$ cat src/rtl/vl_wb_b3_pattern_master.sv
// Wishbone B3 memory exerciser: writes a seeded pattern into a window with 4-beat
// incrementing bursts, reads it back with the same burst shape and scores the compare.
module vl_wb_b3_pattern_master #(
  parameter logic [31:0] base_adr    = 32'h0,
  parameter int          nr_of_words = 16,
  parameter logic [15:0] seed        = 16'hA5A5
) (
  input  logic        wb_clk,
  input  logic        wb_rst,
  input  logic        start,
  output logic [31:0] wbm_adr_o,
  output logic [31:0] wbm_dat_o,
  output logic [3:0]  wbm_sel_o,
  output logic [2:0]  wbm_cti_o,
  output logic [1:0]  wbm_bte_o,
  output logic        wbm_we_o,
  output logic        wbm_cyc_o,
  output logic        wbm_stb_o,
  input  logic [31:0] wbm_dat_i,
  input  logic        wbm_ack_i,
  output logic        done,
  output logic        ok,
  output logic [7:0]  err_cnt,
  output logic [31:0] fail_adr
);

  typedef enum logic [2:0] {S_IDLE, S_WR, S_WGAP, S_RD, S_RGAP, S_DONE} state_t;

  localparam logic [31:0] words_total = 32'(nr_of_words);

  state_t      state_q, state_d;
  logic [31:0] idx, idx_nxt;
  logic        beat_ack, last_beat, words_left, mismatch;

  function automatic logic [31:0] pattern(input logic [15:0] n);
    return {n ^ seed, ~n};
  endfunction

  // Bursts always start on a multiple of 4 words, so the low index bits are the beat number.
  assign idx_nxt    = idx + 32'd1;
  assign beat_ack   = wbm_stb_o & wbm_ack_i;
  assign last_beat  = (idx[1:0] == 2'b11);
  assign words_left = (idx != words_total);
  assign wbm_bte_o  = 2'b00;

  always_comb begin
    state_d  = state_q;
    mismatch = 1'b0;
    case (state_q)
      S_IDLE, S_DONE: if (start) state_d = S_WR;
      S_WR:   if (beat_ack && last_beat) state_d = S_WGAP;
      S_WGAP: state_d = words_left ? S_WR : S_RD;
      S_RD: begin
        mismatch = beat_ack && (wbm_dat_i != pattern(idx[15:0]));
        if (beat_ack && last_beat) state_d = S_RGAP;
      end
      S_RGAP: state_d = words_left ? S_RD : S_DONE;
      default: state_d = S_IDLE;
    endcase
  end

  always_ff @(posedge wb_clk or posedge wb_rst) begin
    if (wb_rst) state_q <= S_IDLE;
    else        state_q <= state_d;
  end

  always_ff @(posedge wb_clk or posedge wb_rst) begin
    if (wb_rst) begin
      idx       <= 32'd0;
      wbm_adr_o <= 32'd0;
      wbm_dat_o <= 32'd0;
      wbm_sel_o <= 4'hF;
      wbm_cti_o <= 3'b000;
      wbm_we_o  <= 1'b0;
      wbm_cyc_o <= 1'b0;
      wbm_stb_o <= 1'b0;
      done      <= 1'b0;
      ok        <= 1'b0;
      err_cnt   <= 8'd0;
      fail_adr  <= 32'd0;
    end else begin
      wbm_sel_o <= 4'hF;
      case (state_q)
        S_IDLE, S_DONE: begin
          if (start) begin
            idx       <= 32'd0;
            err_cnt   <= 8'd0;
            fail_adr  <= 32'd0;
            ok        <= 1'b0;
            done      <= 1'b0;
            wbm_adr_o <= base_adr;
            wbm_dat_o <= pattern(16'd0);
            wbm_cti_o <= 3'b010;
            wbm_we_o  <= 1'b1;
            wbm_cyc_o <= 1'b1;
            wbm_stb_o <= 1'b1;
          end
        end
        S_WR, S_RD: begin
          if (mismatch) begin
            if (err_cnt != 8'hFF) err_cnt <= err_cnt + 8'd1;
            if (err_cnt == 8'd0)  fail_adr <= wbm_adr_o;
          end
          // Next beat's address/data/cti land on the ack edge for zero-wait back-to-back beats.
          if (beat_ack) begin
            idx <= idx_nxt;
            if (last_beat) begin
              wbm_cyc_o <= 1'b0;
              wbm_stb_o <= 1'b0;
              wbm_cti_o <= 3'b000;
            end else begin
              wbm_adr_o <= base_adr + {idx_nxt[29:0], 2'b00};
              if (state_q == S_WR) wbm_dat_o <= pattern(idx_nxt[15:0]);
              wbm_cti_o <= (idx_nxt[1:0] == 2'b11) ? 3'b111 : 3'b010;
            end
          end
        end
        S_WGAP: begin
          wbm_cyc_o <= 1'b1;
          wbm_stb_o <= 1'b1;
          wbm_cti_o <= 3'b010;
          if (words_left) begin
            wbm_adr_o <= base_adr + {idx[29:0], 2'b00};
            wbm_dat_o <= pattern(idx[15:0]);
            wbm_we_o  <= 1'b1;
          end else begin
            idx       <= 32'd0;
            wbm_adr_o <= base_adr;
            wbm_we_o  <= 1'b0;
          end
        end
        S_RGAP: begin
          if (words_left) begin
            wbm_cyc_o <= 1'b1;
            wbm_stb_o <= 1'b1;
            wbm_cti_o <= 3'b010;
            wbm_adr_o <= base_adr + {idx[29:0], 2'b00};
          end else begin
            done <= 1'b1;
            ok   <= (err_cnt == 8'd0);
          end
        end
        default: ;
      endcase
    end
  end

endmodule

$ cat config.mk
export PLATFORM = sky130hd
export DESIGN_NAME = vl_wb_b3_pattern_master
export DESIGN_NICKNAME = d
export VERILOG_FILES = /design/src/rtl/vl_wb_b3_pattern_master.sv
export SDC_FILE = /design/constraint.sdc
export NUM_CORES = 1
export LEC_CHECK = 0
export CAP_MARGIN = 15
export CORE_ASPECT_RATIO = 1.1
export CORE_MARGIN = 2
export CORE_UTILIZATION = 56
export DETAILED_ROUTE_END_ITERATION = 10
export PLACE_DENSITY_LB_ADDON = 0.1
export SLEW_MARGIN = 20
export SYNTH_ARGS = -nofsm -noshare
export SYNTH_HDL_FRONTEND = slang
export SYNTH_SLANG_ARGS = --single-unit
$ cat constraint.sdc
create_clock -name wb_clk -period 8.85 [get_ports wb_clk]
set_input_delay 1.77 -clock wb_clk [delete_from_list [all_inputs] [get_ports wb_clk]]
set_output_delay 1.77 -clock wb_clk [all_outputs]
set_load 0.05 [all_outputs]
==> results.md, run 1 <==
- Startpoint Class: input pin
- Gr usage total: 29.2%
- Finished Layout Cells: 1,076
- Clk buf depth: 2
- Global-route wire length before repair: 32.8 mm
- Top cell type's share of synthesized area: 44.8%
- LEAKAGE: 0.00389 µW
- Status: finished, final reports clean
- Dominant cell type by area after synthesis: dfrtp_1
- Final Cycle Share: 44.2%
- Post-synth cell types: 70
- Critical Path RT: 9.10 ns
- Design Power: 2600 µW
- Master of the slowest instance on the critical path: nor4_4
- Cts repair resizes: 0
- Antenna viol nets, final: 0
- Synth Cell Area: 7430 µm²
- Antenna diodes: 0
- Ys async rst share: 100%
- Xor/xnor share of the synthesized area: 4.13%
- Adder-Cell Fraction of Synth Area: 0.842%
- YS warnings: 0
- Reg clk slew, reported paths: 0.06 ns
- I/O Pins: 154
- Hold bufs inserted after CTS: 0
- Max_slew headroom: 24.3%
- I/O Buffers: 143
- Dpl hpwl: 13.8 mm
- Compound-cell area share of the yosys netlist: 16.7%
- Die height: 125 µm
- Core Util, Final: 71.0%
- CP peak stage delay: 0.53 ns
- #FFs+latches synth: 133
- Crit path max fanout: 30
- Top post-synthesis cells by area: dfrtp_1 45%, nand2_1 5.6%, mux2i_1 4.3%
- # setup viols final: 0
- DR vias: 6,513
- RePlAce Congestion: 0.919
- DRC violations left: 0
- PnR worst setup slack: 4.94 ns
- Vias in the first global route: 6,344
- Net count reported at finish: 944
- Die area: 14,200 µm²
- Post-synthesis mux area share: 5.98%
- Ys flop type: dfrtp_1
- Main combinational cell family by area after synthesis: simple AND/OR/NAND/NOR gates
- TritonCTS clock tree: built
- Root buf cell: clkbuf_16
- Via/cell ratio: 6.05
- Core area: 13,100 µm²
- Setup CP Type: input pin to flop
- 1st-pass router iterations: 5
- Largest net degree at the start of global routing: 77
- # rows: 44
- Met3 Resource Use GR: 5.99%
- Slew @ Worst Pin: 1.13 ns
- Seq/Total Area, Yosys: 44.8%
- Max-cap violations: 0
- Synth Instances: 806
- Final-report max-slew violation count: 0
- Width of the die: 114 µm
- Initial detailed-routing violation count: 700
- Layer with the highest usage: met2
- Dpl ws: 4.52 ns
- Final hold vios: 0
- Clk Latency, worst-skew pair: 0.42 ns
- Clock sink count: 133
- Most common cell in the netlist: dfrtp_1
- Type of the most critical hold path: flop to flop
- Buffer count from post-CTS setup fixing: 0
- Area share of and/or/nand/nor cells after synthesis: 19.1%
- P&R area growth vs syn: 25.3%
- Initial antenna violation count: 0
- Setup repair after global routing missed its margin: false
- M2 GR Usage: 45.3%
- Clock skew: 0.00764 ns
- Post-synth EDFFs: 0
- TritonCTS buffer count: 17
- WL final: 20.1 mm
- Arrival time worst endpoint: 4.16 ns
- Initial Util: 56.7%
- H-Tree Depth: 4
- Share of layout cells above drive strength 1: 7.98%
- Syn Area/Cell: 9.21 µm²
- Setup crit end kind: flop
- DR WL/cell: 18.6 µm
- Fmax: 0.255 GHz
- Met1 usage: 40.4%
- Max VDD drop: 0.295 mV
- Cell count after placement: 1,044
- Period minus WS final: 3.91 ns
- Global route overflow: 0
- Most instantiated cells after synthesis: 133 x dfrtp_1, 110 x nand2_1, 49 x inv_1
- Setup TNS: 0 ns
- CP Cell Sequence: clkdlybuf4s50_1 > or3b_1 > a211oi_1 > nand4_1 > nor4_4 > nor2_4 > mux2i_1
- Pwr dens: 279 nW/µm²
-- cell families (layout without fill, tap and decap cells) --
family          count (synthesis)  count (layout)
compound gates                183             183
fa+ha+maj                       5               5
simple gates                  273             273
flops                         133             133
buf+inv                       132             233
other cells                     2              10
xor+xnor                       35              35
mux                            43              43
-- worst max-delay path, delay by kind of cell --
family          cells  cell delay (ns)
simple gates        4             1.50
buf+inv             1             0.44
compound gates      1             0.22
mux                 1             0.21
-- path summary, 6_finish.rpt --
check / slack (ns) / cells after the start / endpoint / from
max in group asynchronous: 5.59 / 3 / err_cnt[2] / wb_rst
worst min-delay path: 0.48 / 1 / wbm_dat_o[4] / wbm_dat_o[4]
worst min register to register: 0.48 / 1 / wbm_dat_o[4] / wbm_dat_o[4]
worst max register to register: 5.48 / 6 / fail_adr[2] / state_q[2]
worst max-delay path: 4.94 / 7 / fail_adr[2] / wbm_dat_i[13]
min in group asynchronous: 1.81 / 2 / fail_adr[9] / wb_rst
-- cell usage in the layout (no fill, tap or decap), types with 12 or more instances in the layout --
master / count
nor2_1: 43
o21ai_0: 43
xor2_1: 14
a211oi_1: 12
mux2i_1: 32
nand4_1: 15
inv_1: 48
xnor2_1: 21
nand2_1: 110
nor4_1: 15
a21oi_1: 31
a22oi_1: 15
clkdlybuf4s50_1: 143
nand3_1: 22
a21o_1: 12
o31ai_1: 14
clkbuf_16: 17
dfrtp_1: 133
-- where the power goes --
group          internal, µW  switching [µW]  total [µW]
Sequential              702             115         817
Clock                   391             270         660
Combinational           362             757        1120
Total                  1450            1140        2600
-- sequential cells by signal, summed over array words and instances (netlist names) --
signal and flops:
idx 32, fail_adr 30, wbm_adr_o 30, wbm_dat_o 24, err_cnt 8, state_q 3
wbm_cti_o 2, done 1, ok 1, wbm_stb_o 1, wbm_we_o 1
-- layout make-up --
cell class	instances	area [µm²]
flip-flops and latches	133	3330
clock inverters	12	108
multi-input cells	549	3540
inverters	50	190
well taps	161	201
repair buffers	152	1500
clock buffers	19	443
fillers	1034	3800
-- metal layers --
metal | part of all wire [%] | up-vias
met1 | 43 | 3160
met4 | 2.6 | 0
li1 | - | 3017
met3 | 7.1 | 44
met5 | 0 | -
met2 | 47 | 292
-- stage by stage --
stage	hold WS [ns]	cell area, µm²
after floorplan	0.452	7460
after global placement	0.463	8750
after detailed placement	0.473	8750
after CTS	0.487	9300
after global routing	0.500	9310
final	0.483	9310
Power figures use the tool's default switching activity.
==> inputs of run 2 (changes only) <==
CORE_UTILIZATION = 52   (was 56)
clock period = 3.7 ns   (was 8.85 ns; I/O delays follow)
==> run 2 against run 1 <==
Die area is 7.4% higher. First-iteration DRC count fell by 24%. Sequential power rose by 140%. Clock skew is 0.0032 ns higher. Utilization fell by 2.7 points. Cell count increased by 3.4%. Worst hold slack got worse by 0.0033 ns. Critical path type unchanged. Sequential share of layout area decreased by 0.73 points. Critical endpoint is now err_cnt[6]. Critical path depth is the same. Combinational power up 150%. Largest cell class unchanged. Global-route usage is 1.8 points lower.
==> results.md, run 2 (synthesized netlist as in run 1, its figures left out) <==
- Status: finished, final reports clean
- Crit path max-delay family: simple AND/OR/NAND/NOR gates
- Initial Util: 53.4% (-3.3 points)
- Die height: 129 µm (+3.7%)
- Final-report max-slew violation count: 0 (unchanged)
- LEAKAGE: 0.00399 µW (+2.6%)
- Core area: 13,900 µm² (+6.1%)
- Clk pwr share: 26.4% (+1.0 points)
- Reg clk slew, reported paths: 0.06 ns (about the same)
- TritonCTS clock tree: built
- DRC violations left: 0 (unchanged)
- Worst hold slack: 0.480 ns (-0.00328 ns)
- Final Cycle Share: 76.3%
- WL met3: 1.32 mm (-6.8%)
- Setup CP Type: input pin to flop
- Met1 wire length: 9.01 mm (+3.3%)
- Die area: 15,300 µm² (+7.4%)
- Hold bufs inserted after CTS: 0 (unchanged)
- CP peak stage delay: 0.69 ns (+0.16 ns)
- Gr usage total: 27.4% (-1.8 points)
- Arrival time worst endpoint: 3.17 ns (-0.99 ns)
- Global-route wire length before repair: 33.0 mm (+0.78%)
- Clk Latency, worst-skew pair: 0.42 ns (about the same)
- Highest-count cells in the layout ignoring fill and taps: 143 x clkdlybuf4s50_1, 133 x dfrtp_1, 110 x nand2_1
- I/O Buffers: 143 (unchanged)
- Top Metal Used: met4
- P&R area growth vs syn: 27.9%
- Metal2 WL: 9.61 mm (+2.2%)
- Initial antenna violation count: 0 (unchanged)
- TritonCTS buffer count: 17 (unchanged)
- Cts repair resizes: 0 (unchanged)
- Initial detailed-routing violation count: 530 (-24%)
- Pwr dens: 671 nW/µm² (+140%)
- H-Tree Depth: 4 (unchanged)
- WL final: 20.5 mm (+2.0%)
- Proportion of power drawn by flip-flops and latches: 30.5% (-1.0 points)
- Dpl hpwl: 14.5 mm (+4.5%)
- Setup repair after global routing missed its margin: false
- Global route overflow: 0 (unchanged)
- Clock skew: 0.0109 ns (+0.00325 ns)
- Slew @ Worst Pin: 0.969 ns (-0.163 ns)
- Largest net degree at the start of global routing: 49 (-36%)
- Sw Pwr: 2720 µW (+140%)
- Fin area: 9500 µm² (+2.1%)
- Max-cap violations: 0 (unchanged)
- Antenna diodes: 0 (unchanged)
- Fmax: 0.354 GHz
- Net count reported at finish: 954 (+1.1%)
- DR WL/cell: 18.4 µm (-1.4%)
- Gate power share: 43.1% (about the same)
- Post-DP Area: 8890 µm² (+1.6%)
- Max FFs per register: 32 (unchanged)
- Crit path max fanout: 6 (-80%)
- CP Cell Sequence: clkdlybuf4s50_1 > or3b_1 > a211oi_1 > nand4_1 > or4_1 > a31oi_4 > a2bb2oi_2
- Via/cell ratio: 5.85 (-3.4%)
- I/O Pins: 154 (unchanged)
- Switching part of the total power: 42.7% (-1.2 points)
- Share of layout cells above drive strength 1: 8.54% (+0.56 points)
- Root buf cell: clkbuf_16
- # rows: 45 (+2.3%)
- RePlAce Congestion: 0.895 (-2.6%)
- Critical Path RT: 4.05 ns (-5.05 ns)
- Largest register by flop count: idx
- Largest regs: idx (32), fail_adr (30), wbm_adr_o (30)
- Setup TNS: 0 ns (unchanged)
- Buffer count from post-CTS setup fixing: 0 (unchanged)
- Antenna viol nets, final: 0 (unchanged)
- Core Util, Final: 68.3% (-2.7 points)
- Master of the slowest instance on the critical path: or4_1
- Clk buf depth: 2 (unchanged)
- 1st-pass router iterations: 5 (unchanged)
- Buf/Inv on CP: 1 (unchanged)
- Type of the most critical hold path: flop to flop
- Period minus WS final: 2.82 ns
- DR vias: 6,507 (-0.092%)
- Width of the die: 118 µm (+3.6%)
- Startpoint Class: input pin
- # setup viols final: 0 (unchanged)
- Most common cell after layout, fill and taps aside: clkdlybuf4s50_1
- Final hold vios: 0 (unchanged)
- Vias in the first global route: 6,282 (-0.98%)
- Internal power: 3650 µW (+150%)
- Setup crit end kind: flop
- Max_slew headroom: 35.2% (+11 points)
- Max VDD drop: 0.765 mV (+160%)
- Clock sink count: 133 (unchanged)
run 2: area by class of cell:
| class | instances | area, µm² |
|---|---|---|
| fill | 1126 | 4410 |
| timing repair buffer | 162 | 1630 |
| tap | 188 | 235 |
| inverter | 50 | 191 |
| multi-input combinational | 549 | 3530 |
| sequential | 133 | 3330 |
| clock buffer | 21 | 450 |
| clock inverter | 10 | 131 |
run 2: metal layers:
| layer | GRT usage (%) | up-vias |
|---|---|---|
| met5 | 0 | - |
| met4 | 10.6 | 0 |
| met3 | 4.71 | 41 |
| met2 | 44.1 | 271 |
| met1 | 37.5 | 3159 |
| li1 | - | 3036 |
run 2: through the flow:
stage / setup slack (ns) / total power, µW / instances
after global routing: 0.718 / 6660 / 1113
final: 0.876 / 6370 / 1113
after floorplan: 1.26 / 3840 / 814
after detailed placement: 0.460 / 4680 / 1081
after CTS: 0.889 / 6390 / 1112
after global placement: 0.578 / 4650 / 1081
run 2: power by group through the flow:
stage               logic [µW]  clock network, µW  registers, µW
CTS                       2750               1700           1940
floorplan                 1350                  0           2490
detailed placement        2730                  0           1950
global placement          2690                  0           1950
global route              2930               1760           1970
finish                    2750               1680           1940
run 2: path summary, 6_finish.rpt:
path                          startpoint            end  slack [ns]  cells past startpoint
max in group asynchronous         wb_rst     state_q[2]        2.08                      3
hold / removal              wbm_dat_o[9]   wbm_dat_o[9]        0.48                      1
min in group asynchronous         wb_rst    fail_adr[7]        0.87                      2
setup reg to reg                  idx[1]  wbm_dat_o[22]        0.89                     10
hold reg to reg             wbm_dat_o[9]   wbm_dat_o[9]        0.48                      1
setup / recovery           wbm_dat_i[13]     err_cnt[6]        0.88                      7
